===== config.mk =====
export PLATFORM = sky130hd
export DESIGN_NAME = rf_write_arbiter
export DESIGN_NICKNAME = d
export VERILOG_FILES = /design/src/rtl/rf_arb_pkg.sv /design/src/rtl/rf_scoreboard.sv /design/src/rtl/rf_write_arbiter.sv
export SDC_FILE = /design/constraint.sdc
export NUM_CORES = 1
export LEC_CHECK = 0
export CELL_PAD_IN_SITES_DETAIL_PLACEMENT = 1
export CELL_PAD_IN_SITES_GLOBAL_PLACEMENT = 1
export CORE_MARGIN = 4
export CORE_UTILIZATION = 32
export DETAILED_ROUTE_END_ITERATION = 12
export PLACE_DENSITY_LB_ADDON = 0.1
export SLEW_MARGIN = 15
export SYNTH_ARGS = -nofsm -noshare
export SYNTH_HDL_FRONTEND = slang
export SYNTH_HIERARCHICAL = 1
export SYNTH_SLANG_ARGS = --single-unit
export TNS_END_PERCENT = 10

===== constraint.sdc =====
create_clock -name clk -period 7.65 [get_ports clk]
set_clock_uncertainty 0.05 [all_clocks]
set_input_delay 1.53 -clock clk [delete_from_list [all_inputs] [get_ports clk]]
set_output_delay 1.53 -clock clk [all_outputs]
set_load 0.005 [all_outputs]

===== src/rtl/rf_arb_pkg.sv =====
// Shared widths and grant encoding for the register file write arbiter.
package rf_arb_pkg;

    localparam int REG_AW = 5;
    localparam int DATA_W = 32;

    typedef enum logic [1:0] {
        GNT_NONE = 2'd0,
        GNT_CORE = 2'd1,
        GNT_MDU  = 2'd2,
        GNT_DBG  = 2'd3
    } gnt_t;

endpackage


===== src/rtl/rf_scoreboard.sv =====
// Busy scoreboard for registers with an MDU result still in flight.
// Register 0 is never busy; a same-cycle set and clear of one register leaves it set.
module rf_scoreboard
    import rf_arb_pkg::*;
(
    input  logic              clk,
    input  logic              reset,
    input  logic              set_en,
    input  logic [REG_AW-1:0] set_rd,
    input  logic              clr_en,
    input  logic [REG_AW-1:0] clr_rd,
    input  logic [REG_AW-1:0] look_rs,
    input  logic [REG_AW-1:0] look_rt,
    input  logic [REG_AW-1:0] look_rd,
    output logic              busy_rs,
    output logic              busy_rt,
    output logic              busy_rd
);

    logic [31:1] busy;
    logic [31:0] busy_full;

    // Per-register set/clear; the set is applied last so it wins.
    always_ff @(posedge clk or posedge reset) begin
        if (reset) begin
            busy <= '0;
        end else begin
            for (int i = 1; i < 32; i++) begin
                if (set_en && set_rd == REG_AW'(i)) begin
                    busy[i] <= 1'b1;
                end else if (clr_en && clr_rd == REG_AW'(i)) begin
                    busy[i] <= 1'b0;
                end
            end
        end
    end

    // Lookups read registered state only, with r0 padded in as not busy.
    always_comb begin
        busy_full = {busy, 1'b0};
        busy_rs   = busy_full[look_rs];
        busy_rt   = busy_full[look_rt];
        busy_rd   = busy_full[look_rd];
    end

endmodule


===== src/rtl/rf_write_arbiter.sv =====
// Single write port arbiter: core first, MDU/debug round-robin behind it,
// with a starvation hold on the core and the MDU hazard scoreboard.
module rf_write_arbiter
    import rf_arb_pkg::*;
#(
    parameter int STARVE_LIMIT = 8
) (
    input  logic              clk,
    input  logic              reset,
    input  logic              c_we,
    input  logic [REG_AW-1:0] c_rd,
    input  logic [DATA_W-1:0] c_wdata,
    input  logic              m_valid,
    input  logic [REG_AW-1:0] m_rd,
    input  logic [DATA_W-1:0] m_wdata,
    output logic              m_ready,
    input  logic              d_valid,
    input  logic [REG_AW-1:0] d_rd,
    input  logic [DATA_W-1:0] d_wdata,
    output logic              d_ready,
    input  logic              iss_valid,
    input  logic [REG_AW-1:0] iss_rd,
    input  logic [REG_AW-1:0] hz_rs,
    input  logic [REG_AW-1:0] hz_rt,
    output logic              hazard,
    output logic              core_hold,
    output logic              rf_we,
    output logic [REG_AW-1:0] rf_wa,
    output logic [DATA_W-1:0] rf_wd,
    output logic              err_core_hold
);

    localparam logic [8:0] LIMIT = 9'(STARVE_LIMIT);

    gnt_t       gnt;
    logic       core_req;
    logic       rr_dbg;
    logic [7:0] starve_cnt;
    logic [8:0] starve_inc;
    logic       busy_rs;
    logic       busy_rt;
    logic       busy_rd;

    assign core_req = c_we && (c_rd != '0);

    // Grant selection: core wins outright, otherwise round-robin between MDU and debug.
    always_comb begin
        gnt = GNT_NONE;
        if (core_req) begin
            gnt = GNT_CORE;
        end else if (m_valid && d_valid) begin
            gnt = rr_dbg ? GNT_DBG : GNT_MDU;
        end else if (m_valid) begin
            gnt = GNT_MDU;
        end else if (d_valid) begin
            gnt = GNT_DBG;
        end
    end

    // Port mux; a granted rd=0 request is acked without driving a write.
    always_comb begin
        m_ready = 1'b0;
        d_ready = 1'b0;
        rf_we   = 1'b0;
        rf_wa   = '0;
        rf_wd   = '0;
        case (gnt)
            GNT_CORE: begin
                rf_we = 1'b1;
                rf_wa = c_rd;
                rf_wd = c_wdata;
            end
            GNT_MDU: begin
                m_ready = 1'b1;
                if (m_rd != '0) begin
                    rf_we = 1'b1;
                    rf_wa = m_rd;
                    rf_wd = m_wdata;
                end
            end
            GNT_DBG: begin
                d_ready = 1'b1;
                if (d_rd != '0) begin
                    rf_we = 1'b1;
                    rf_wa = d_rd;
                    rf_wd = d_wdata;
                end
            end
            default: ;
        endcase
    end

    // Round-robin pointer flips to the other secondary after each secondary grant.
    always_ff @(posedge clk or posedge reset) begin
        if (reset) begin
            rr_dbg <= 1'b0;
        end else if (gnt == GNT_MDU) begin
            rr_dbg <= 1'b1;
        end else if (gnt == GNT_DBG) begin
            rr_dbg <= 1'b0;
        end
    end

    assign starve_inc = {1'b0, starve_cnt} + 9'd1;

    // Starvation counter; reaching the limit raises core_hold for one cycle and restarts the count.
    always_ff @(posedge clk or posedge reset) begin
        if (reset) begin
            starve_cnt <= '0;
            core_hold  <= 1'b0;
        end else if (m_ready || d_ready || !(m_valid || d_valid)) begin
            starve_cnt <= '0;
            core_hold  <= 1'b0;
        end else if (starve_inc >= LIMIT) begin
            starve_cnt <= '0;
            core_hold  <= 1'b1;
        end else begin
            starve_cnt <= starve_inc[7:0];
            core_hold  <= 1'b0;
        end
    end

    // Sticky error when the core ignores its hold.
    always_ff @(posedge clk or posedge reset) begin
        if (reset) begin
            err_core_hold <= 1'b0;
        end else if (core_hold && core_req) begin
            err_core_hold <= 1'b1;
        end
    end

    rf_scoreboard u_scoreboard (
        .clk     (clk),
        .reset   (reset),
        .set_en  (iss_valid && (iss_rd != '0)),
        .set_rd  (iss_rd),
        .clr_en  (m_valid && m_ready),
        .clr_rd  (m_rd),
        .look_rs (hz_rs),
        .look_rt (hz_rt),
        .look_rd (c_rd),
        .busy_rs (busy_rs),
        .busy_rt (busy_rt),
        .busy_rd (busy_rd)
    );

    assign hazard = busy_rs || busy_rt || (c_we && busy_rd);

endmodule


# Yosys cells after proc, flatten, opt, wreduce, memory -nomap -nowiden
# Index checks and enable logic that the tools add are counted.
# W data, S select, Z words.
[totals]
regBits = 42
latch_bits = 0
ram_bits = 0
mem_bits_ro = 0
input_bits = 132
elab_cells = 305
memories = 0
[op_classes]
add_sub_neg = 1
multipliers = 0
div_mod_pow = 0
n_lt_le_gt_ge = 4
eq_ne = 65
shift = 0
n_mux = 90
bitwise = 0
n_reduce_logical = 110
[ops]
columns = ["cell", "count"]
rows = [
  ["$eq A5 B5 Y1 const B", 32],
  ["$pmux W32 S3", 1],
  ["$eq A5 B4 Y1 const B", 16],
  ["$mux W1", 74],
  ["$logic_and A1 B1 Y1", 68],
  ["$mux W32", 2],
  ["$reduce_bool A2 Y1", 32],
  ["$eq A5 B3 Y1 const B", 8],
  ["$eq A5 B2 Y1 const B", 4],
  ["$reduce_bool A5 Y1", 4],
  ["$lt A5 B6 Y1 const B", 3],
  ["$mux W8", 2],
  ["$bmux W1 S5", 3],
  ["$pmux W5 S3", 1],
  ["$eq A5 B1 Y1 const B", 2],
  ["$mux W5", 2],
  ["$add A8 B1 Y9 const B", 1],
  ["$ge A9 B4 Y1 const B", 1],
  ["$mux W2", 4],
  ["$logic_or A1 B1 Y1", 5],
  ["$eq A2 B2 Y1 const B", 2],
  ["$pmux W1 S3", 1],
  ["$eq A2 B1 Y1 const B", 1],
  ["$logic_not A1 Y1", 1],
]

# Logic depth before layout (Yosys ltp)
# Gate-level depths: netlist (run 1).
[logic_depth]
depth_word = 10
mapped_depth = 8
depth_no_buf = 7

# Hierarchy
# The synthesis (run 1) kept the hierarchy.
[by_module_without_submodules]
columns = ["module", "instances", "cells_per_inst", "area_each_um2", "seq_area_each_um2"]
rows = [
  ["rf_scoreboard", 1, 197, 2158.3, 775.7],
  ["rf_write_arbiter", 1, 142, 1218.7, 275.3],
]

# Worst setup path after synthesis (run 1)
# Ideal clock, no wire load.
[synth_timing]
path_type = "in2out"
startpoint = "input c_rd[1]"
endpoint = "output hazard"
t_arrival_ns = 3.139
setup_slack_ns = 2.931
stages = 5
path_buffers = 1
path_cell_list = "clkbuf_1 > mux4_2 > a2111oi_0 > a211oi_1 > a211o_1"
[synth_between]
elab_chain_cells = 4
[synth_lines]
columns = ["element", "line", "source"]
rows = [
  ["start, declared", "rf_write_arbiter.sv:11", "input logic [REG_AW-1:0] c_rd,"],
  ["$bmux W1 S5", "rf_scoreboard.sv:43", "busy_rd = busy_full[look_rd];"],
  ["$mux W1 (not written as such)", "rf_scoreboard.sv:43", ""],
  ["via busy_rd", "rf_write_arbiter.sv:42", "logic busy_rd;"],
  ["$logic_and A1 B1 Y1", "rf_write_arbiter.sv:147", "assign hazard = busy_rs || busy_rt || (c_we && busy_rd);"],
  ["$logic_or A1 B1 Y1", "rf_write_arbiter.sv:147", ""],
  ["end, declared", "rf_write_arbiter.sv:25", "output logic hazard,"],
]
# The timed path passes the listed nets, and every way through them passes these cells. The select of a mux whose other input is x is not followed.

# Final worst setup path (run 1)
[layout_timing]
startpoint = "input c_rd[1]"
endpoint = "output rf_wa[3]"
[layout_between]
elab_chain_cells = 5
[layout_lines]
columns = ["element", "line", "source"]
rows = [
  ["$reduce_bool A5 Y1 (*)", "rf_write_arbiter.sv:44", "assign core_req = c_we && (c_rd != '0);"],
  ["$logic_and A1 B1 Y1 (*)", "rf_write_arbiter.sv:44", ""],
  ["$mux W2 (*)", "rf_write_arbiter.sv:49", "if (core_req) begin"],
  ["$eq A2 B2 Y1 or $eq A2 B1 Y1 (tied branches)", "rf_write_arbiter.sv:67", "case (gnt)"],
  ["$pmux W5 S3 (*)", "rf_write_arbiter.sv:67", ""],
  ["end, declared", "rf_write_arbiter.sv:28", "output logic [REG_AW-1:0] rf_wa,"],
]
# Every way passes the cells marked *; elsewhere a longest branch is shown, timed or not.

==> flow_metrics.env, run 1 <==
export IMPL_synth_top_area_share=0.311
export IMPL_cap_viol_max_count=0
export IMPL_yosys_most_used_dff="dfrtp_1"
export IMPL_ys_seq_elements=42
export IMPL_routed_wl_mm=14.1
export IMPL_cts_setup_buffers=0
export IMPL_grt_max_degree=43
export IMPL_cts_root_buf="clkbuf_8"
export IMPL_path_clk_slew_ps=80
export IMPL_antenna_cells=0
export IMPL_maxSlewHeadroom=0.330
export IMPL_dpl_hpwl_mm=11.3
export IMPL_cts_buffers=5
export IMPL_ir_drop_v=0.000108
export IMPL_worstPathMaxFanout=33
export IMPL_synth_common_cells="64 x o21ai_0, 42 x dfrtp_1, 32 x a221o_1, 32 x and3_1, 15 x nor2_1"
export IMPL_antenna_found_initial=0
export IMPL_port_buffers=174
export IMPL_start_util=0.327
export IMPL_dieHeight_um=111
export IMPL_ys_types=50
export IMPL_final_layout_size_suffix_gt1_frac=0.0594
export IMPL_status="complete, no violations"
export IMPL_tritoncts="done"
export IMPL_h_tree_depth=2
export IMPL_vias=3722
export IMPL_worstSetupStartpointType="input pin"
export IMPL_async_reset_ff_frac=1.00
export IMPL_boundaryPins=175
export IMPL_clockBufferDepth=2
export IMPL_cts_sinks=42
export IMPL_synth_yosys_seq_area_share=0.311
export IMPL_clkLatencyLatePin_ps=300
export IMPL_setup_violations=0
export IMPL_route_detailed_drc=0
export IMPL_area_delta_synth_final_pct=56.6
export IMPL_timing_max_transition_violations_final=0
export IMPL_coreArea_um2=10300
export IMPL_hold_buffers=0
export IMPL_detail_route_wl_per_cell_um=22.1
export IMPL_min_period_over_period=0.818
export IMPL_drtIter0Drc=280
export IMPL_grt_ovfl_total=0
export IMPL_critPathArrivalTime_ps=4680
export IMPL_yosys_warnings=6
export IMPL_die_w_um=111
export IMPL_fmax_mhz=160
export IMPL_rows=37
export IMPL_p_leak_nw=2.07
export IMPL_fin_crit_ps=6260
export IMPL_yosysTopAreaCell="dfrtp_1"
export IMPL_synthesis_area_um2=3380
export IMPL_grtUsageTotal=0.225
export IMPL_synth_enable_flop_cells=0
export IMPL_end_kind="primary output"
export IMPL_synth_area_per_cell_um2=9.96
export IMPL_synthCells=339
export IMPL_worstMarginPinSlew_ps=1010
export IMPL_rsz0062_at_grt="no"
export IMPL_fin_setup_tns_ps=0
export IMPL_yosysMostFrequentCell="o21ai_0"
export IMPL_cp_required_ps=6070
export IMPL_finalPower_w=0.000795
export IMPL_antenna_left=0
export IMPL_grt_pass1_vias=3831
export IMPL_first_pass_iters=4
export IMPL_hold_viol_final=0
export IMPL_vias_per_cell=5.81
export IMPL_post_cts_resized=0
export IMPL_grt_first_pass_wirelength_mm=22.3
export IMPL_hp_class="flop to flop"
export IMPL_synth_area_leaders="dfrtp_1 31%, a221o_1 9.5%, o21ai_0 9.5%"
export IMPL_crit_type="input pin to primary output"
export IMPL_power_density_nw_per_um2=150
export IMPL_nets=638
export IMPL_gp_congestion=0.858
export IMPL_dieArea_um2=12300
==> sequential cells by signal, summed over array words and instances, names as in the netlist <==
| signal | flops |
|---|---|
| u_scoreboard/busy | 31 |
| core_hold | 1 |
| starve_cnt | 8 |
| rr_dbg | 1 |
| err_core_hold | 1 |
==> logic make-up (layout without fill, tap and decap cells) <==
group | count (synthesis) | after routing | share of synthesized area
compound gates | 122 | 122 | 0.252
simple gates | 118 | 118 | 0.214
flops | 42 | 42 | 0.311
buf+inv | 27 | 189 | 0.0430
mux | 26 | 26 | 0.169
fa+ha+maj | 2 | 2 | 0.00741
other cells | 1 | 5 | 0.00111
xor+xnor | 1 | 1 | 0.00259
==> power by group <==
part	internal [W]	switching (W)	total (W)
clock network	0.0000653	0.0000837	0.000149
registers	0.000266	0.0000524	0.000318
logic	0.000202	0.000126	0.000328
==> stage by stage <==
| step | hold WS (ps) | std cells | utilization | area (µm²) | setup WS [ps] |
|---|---|---|---|---|---|
| 6_report | 410 | 641 | 0.512 | 5290 | 1390 |
| 4_1_cts | 414 | 641 | 0.512 | 5290 | 1380 |
| 5_1_grt | 427 | 641 | 0.512 | 5290 | 1170 |
| 3_5_place_dp | 395 | 633 | 0.503 | 5200 | 1390 |
| 2_1_floorplan | 401 | 343 | - | 3390 | 2930 |
| 3_3_place_gp | 392 | 633 | 0.503 | 5200 | 1480 |
==> cell usage in the layout, fill, tap and decap left out, types with 2 or more instances in the layout <==
cell	netlist	routed
or2_2	2	2
a221o_1	32	32
nand2_1	9	9
inv_1	5	4
and2_1	3	3
a211oi_1	3	3
a21oi_1	2	2
buf_4	0	2
or4_1	5	5
a221oi_1	5	5
nand4b_1	5	5
and3_1	32	32
nand4_1	6	6
o21a_1	2	2
nor4bb_1	2	2
clkdlybuf4s50_1	0	174
nand3_1	9	9
dfrtp_1	42	42
and4b_1	2	2
nand2b_1	10	10
mux2i_1	3	3
ha_1	2	2
mux2_2	2	2
nand3b_1	4	4
a22oi_1	2	2
nor2b_1	8	8
a2111oi_0	3	3
nor2_1	15	15
o21ai_0	64	64
clkbuf_8	0	5
clkinvlp_4	0	2
conb_1	1	5
mux4_2	9	9
mux4_1	12	12
==> worst paths after layout <==
check	start	end	slack (ps)	cells after the start
max	c_rd[1]	rf_wa[3]	1390	7
min	err_core_hold$_DFFE_PP0P_	err_core_hold$_DFFE_PP0P_	410	1
max reg2reg	rr_dbg$_DFFE_PP0P_	u_scoreboard/busy[1]$_DFFE_PP0P_	5400	6
min reg2reg	err_core_hold$_DFFE_PP0P_	err_core_hold$_DFFE_PP0P_	410	1
max in group asynchronous	reset	u_scoreboard/busy[20]$_DFFE_PP0P_	5510	2
min in group asynchronous	reset	rr_dbg$_DFFE_PP0P_	1500	2
==> worst max-delay path, cell delays in order <==
cell and delay (ps):
clkdlybuf4s50_1 690, or4_4 620, o21ai_2 790, buf_4 300, nor2_1 50, nor2_1 110, clkdlybuf4s50_1 580
==> layer usage <==
layer,track usage,part of all wire,vias to the layer above
li1,-,-,1709
met1,0.290,0.43,1880
met2,0.405,0.52,125
met3,0.0355,0.045,8
met4,0.0296,0.0052,0
met5,0,0,-
==> final cells by class <==
| type | count | area, µm² |
|---|---|---|
| clock buffers | 5 | 68.8 |
| clock inverters | 3 | 23.8 |
| fillers | 1182 | 5030 |
| inverters | 5 | 18.8 |
| multi-input cells | 274 | 2200 |
| flip-flops and latches | 42 | 1050 |
| well taps | 136 | 170 |
| repair buffers | 176 | 1760 |
Note: power is estimated with default switching activity, not from simulation.
==> inputs of run 2 (changes only) <==
Settings changed: CORE_UTILIZATION 32 to 29.
Clock period 7.65 ns to 5.9 ns, I/O delays scaled along.
==> run 2 against run 1 <==
Power rose by 45%. Combinational power is 30% higher. Clock-buffer cell count unchanged. Critical path depth did not move. Sequential power grew 31%. Global-route usage is 1.1 points lower. Largest cell class unchanged.
==> flow_metrics.env, run 2 (synthesized netlist as in run 1, its figures left out) <==
export IMPL_status="complete, no violations"
export IMPL_reg2regPathDepth=7
export IMPL_worstMarginPinSlew_ps=1020
export IMPL_top_layer="met4"
export IMPL_route_met2_wl_mm=7.27
export IMPL_r2r_end="u_scoreboard/busy[13]$_DFFE_PP0P_"
export IMPL_tritoncts="done"
export IMPL_hold_buffers=0
export IMPL_dieArea_um2=13400
export IMPL_place_area_um2=5250
export IMPL_ir_drop_v=0.000162
export IMPL_power_switching_w=0.000346
export IMPL_cts_root_buf="clkbuf_16"
export IMPL_critPathArrivalTime_ps=4000
export IMPL_timing_max_transition_violations_final=0
export IMPL_power_density_nw_per_um2=213
export IMPL_hold_start="err_core_hold$_DFFE_PP0P_"
export IMPL_setup_violations=0
export IMPL_gp_congestion=0.846
export IMPL_maxSlewHeadroom=0.320
export IMPL_crit_path_start="hz_rt[1]"
export IMPL_final_cell_mix="174 x clkdlybuf4s50_1, 64 x o21ai_0, 42 x dfrtp_1"
export IMPL_cts_buffers=5
export IMPL_grtUsageTotal=0.213
export IMPL_worst_slack_ps=669
export IMPL_hp_class="flop to flop"
export IMPL_cts_sinks=42
export IMPL_fin_setup_tns_ps=0
export IMPL_final_common_cell="clkdlybuf4s50_1"
export IMPL_finalPower_w=0.00116
export IMPL_rows=39
export IMPL_cap_viol_max_count=0
export IMPL_rrSetupSlack_ps=3930
export IMPL_die_w_um=116
export IMPL_post_cts_resized=0
export IMPL_first_pass_iters=4
export IMPL_h_tree_depth=2
export IMPL_reg_top3="u_scoreboard/busy (31), starve_cnt (8)"
export IMPL_boundaryPins=175
export IMPL_wl_met3_um=742
export IMPL_drtIter0Drc=242
export IMPL_p_sw_frac=0.300
export IMPL_fin_crit_ps=5230
export IMPL_dpl_hpwl_mm=11.9
export IMPL_top_register="u_scoreboard/busy"
export IMPL_hold_viol_final=0
export IMPL_cts_setup_buffers=0
export IMPL_area_delta_synth_final_pct=60.5
export IMPL_largest_reg_flops=31
export IMPL_crit_type="input pin to primary output"
export IMPL_p_int_w=0.000810
export IMPL_fill_cells=1317
export IMPL_cp_required_ps=4670
export IMPL_antenna_cells=0
export IMPL_pwr_share_comb=0.370
export IMPL_antenna_found_initial=0
export IMPL_grt_max_degree=42
export IMPL_fmax_mhz=191
export IMPL_nets=644
export IMPL_start_util=0.296
export IMPL_clockBufferDepth=2
export IMPL_r2r_start="rr_dbg$_DFFE_PP0P_"
export IMPL_antenna_left=0
export IMPL_final_layout_size_suffix_gt1_frac=0.0685
export IMPL_coreArea_um2=11400
export IMPL_dp_worst_setup_slack_ps=650
export IMPL_grt_ovfl_total=0
export IMPL_port_buffers=174
export IMPL_worstPathMaxFanout=9
export IMPL_routed_wl_mm=14.8
export IMPL_clkLatencyLatePin_ps=280
export IMPL_route_detailed_drc=0
export IMPL_clkPwrFrac=0.270
export IMPL_min_period_over_period=0.887
export IMPL_wl_met1_mm=6.53
export IMPL_end_kind="primary output"
export IMPL_grt_pass1_vias=3858
export IMPL_path_clk_slew_ps=60
export IMPL_fin_area_um2=5420
export IMPL_vias_per_cell=5.71
export IMPL_grt_first_pass_wirelength_mm=22.3
export IMPL_dieHeight_um=116
export IMPL_detail_route_wl_per_cell_um=22.7
export IMPL_hold_depth=1
export IMPL_rsz0062_at_grt="no"
export IMPL_worstSetupStartpointType="input pin"
export IMPL_holdPathEnd="err_core_hold$_DFFE_PP0P_"
export IMPL_vias=3736
export IMPL_p_seq_frac=0.360
export IMPL_p_leak_nw=2.14
==> run 2: cell type report <==
class	count	area [µm²]	share of cell area
clock buffer	5	125	0.0231
timing repair buffer	182	1800	0.332
tap	143	179	0.0330
inverter	5	18.8	0.00346
clock inverter	3	45.0	0.00831
sequential	42	1050	0.194
multi-input combinational	274	2200	0.406
==> run 2: worst max-delay path, cell delays in order <==
cell	delay (ps)
clkdlybuf4s50_1	750
mux4_1	670
nand3_1	110
nand4_1	100
or4_1	490
a211o_1	250
clkdlybuf4s50_1	460
==> run 2: layer usage <==
layer  vias to the layer above  track usage
li1                       1723            -
met1                      1869        0.289
met2                       121        0.362
met3                        23       0.0277
met4                         0       0.0534
met5                         -            0
==> run 2: power groups by stage <==
| stage | registers (W) | logic [W] | clock network [W] |
|---|---|---|---|
| finish | 0.000417 | 0.000427 | 0.000312 |
| global route | 0.000425 | 0.000466 | 0.000328 |
| CTS | 0.000414 | 0.000431 | 0.000318 |
| detailed placement | 0.000419 | 0.000428 | 0 |
| global placement | 0.000411 | 0.000418 | 0 |
| floorplan | 0.000381 | 0.000221 | 0 |
==> run 2: worst max path at each step <==
| stage | to | depth (start not counted) |
|---|---|---|
| 3_5_place_dp | hazard | 7 |
| 6_report | hazard | 7 |
| 3_3_place_gp | hazard | 7 |
| 5_1_grt | rf_wd[1] | 6 |
| 4_1_cts | hazard | 7 |
| 2_1_floorplan | hazard | 5 |
==> run 2: metrics by stage <==
step | hold slack [ps] | utilization | std cells
floorplan | 401 | - | 343
global placement | 389 | 0.460 | 646
detailed placement | 401 | 0.460 | 646
CTS | 414 | 0.475 | 654
global route | 439 | 0.475 | 654
finish | 405 | 0.475 | 654
==> inputs of run 3 (changes only) <==
Settings changed: CAP_MARGIN from default to 20.
==> results of run 3 <==
No change in the layout: final DEF, timing and power equal those of run 2.
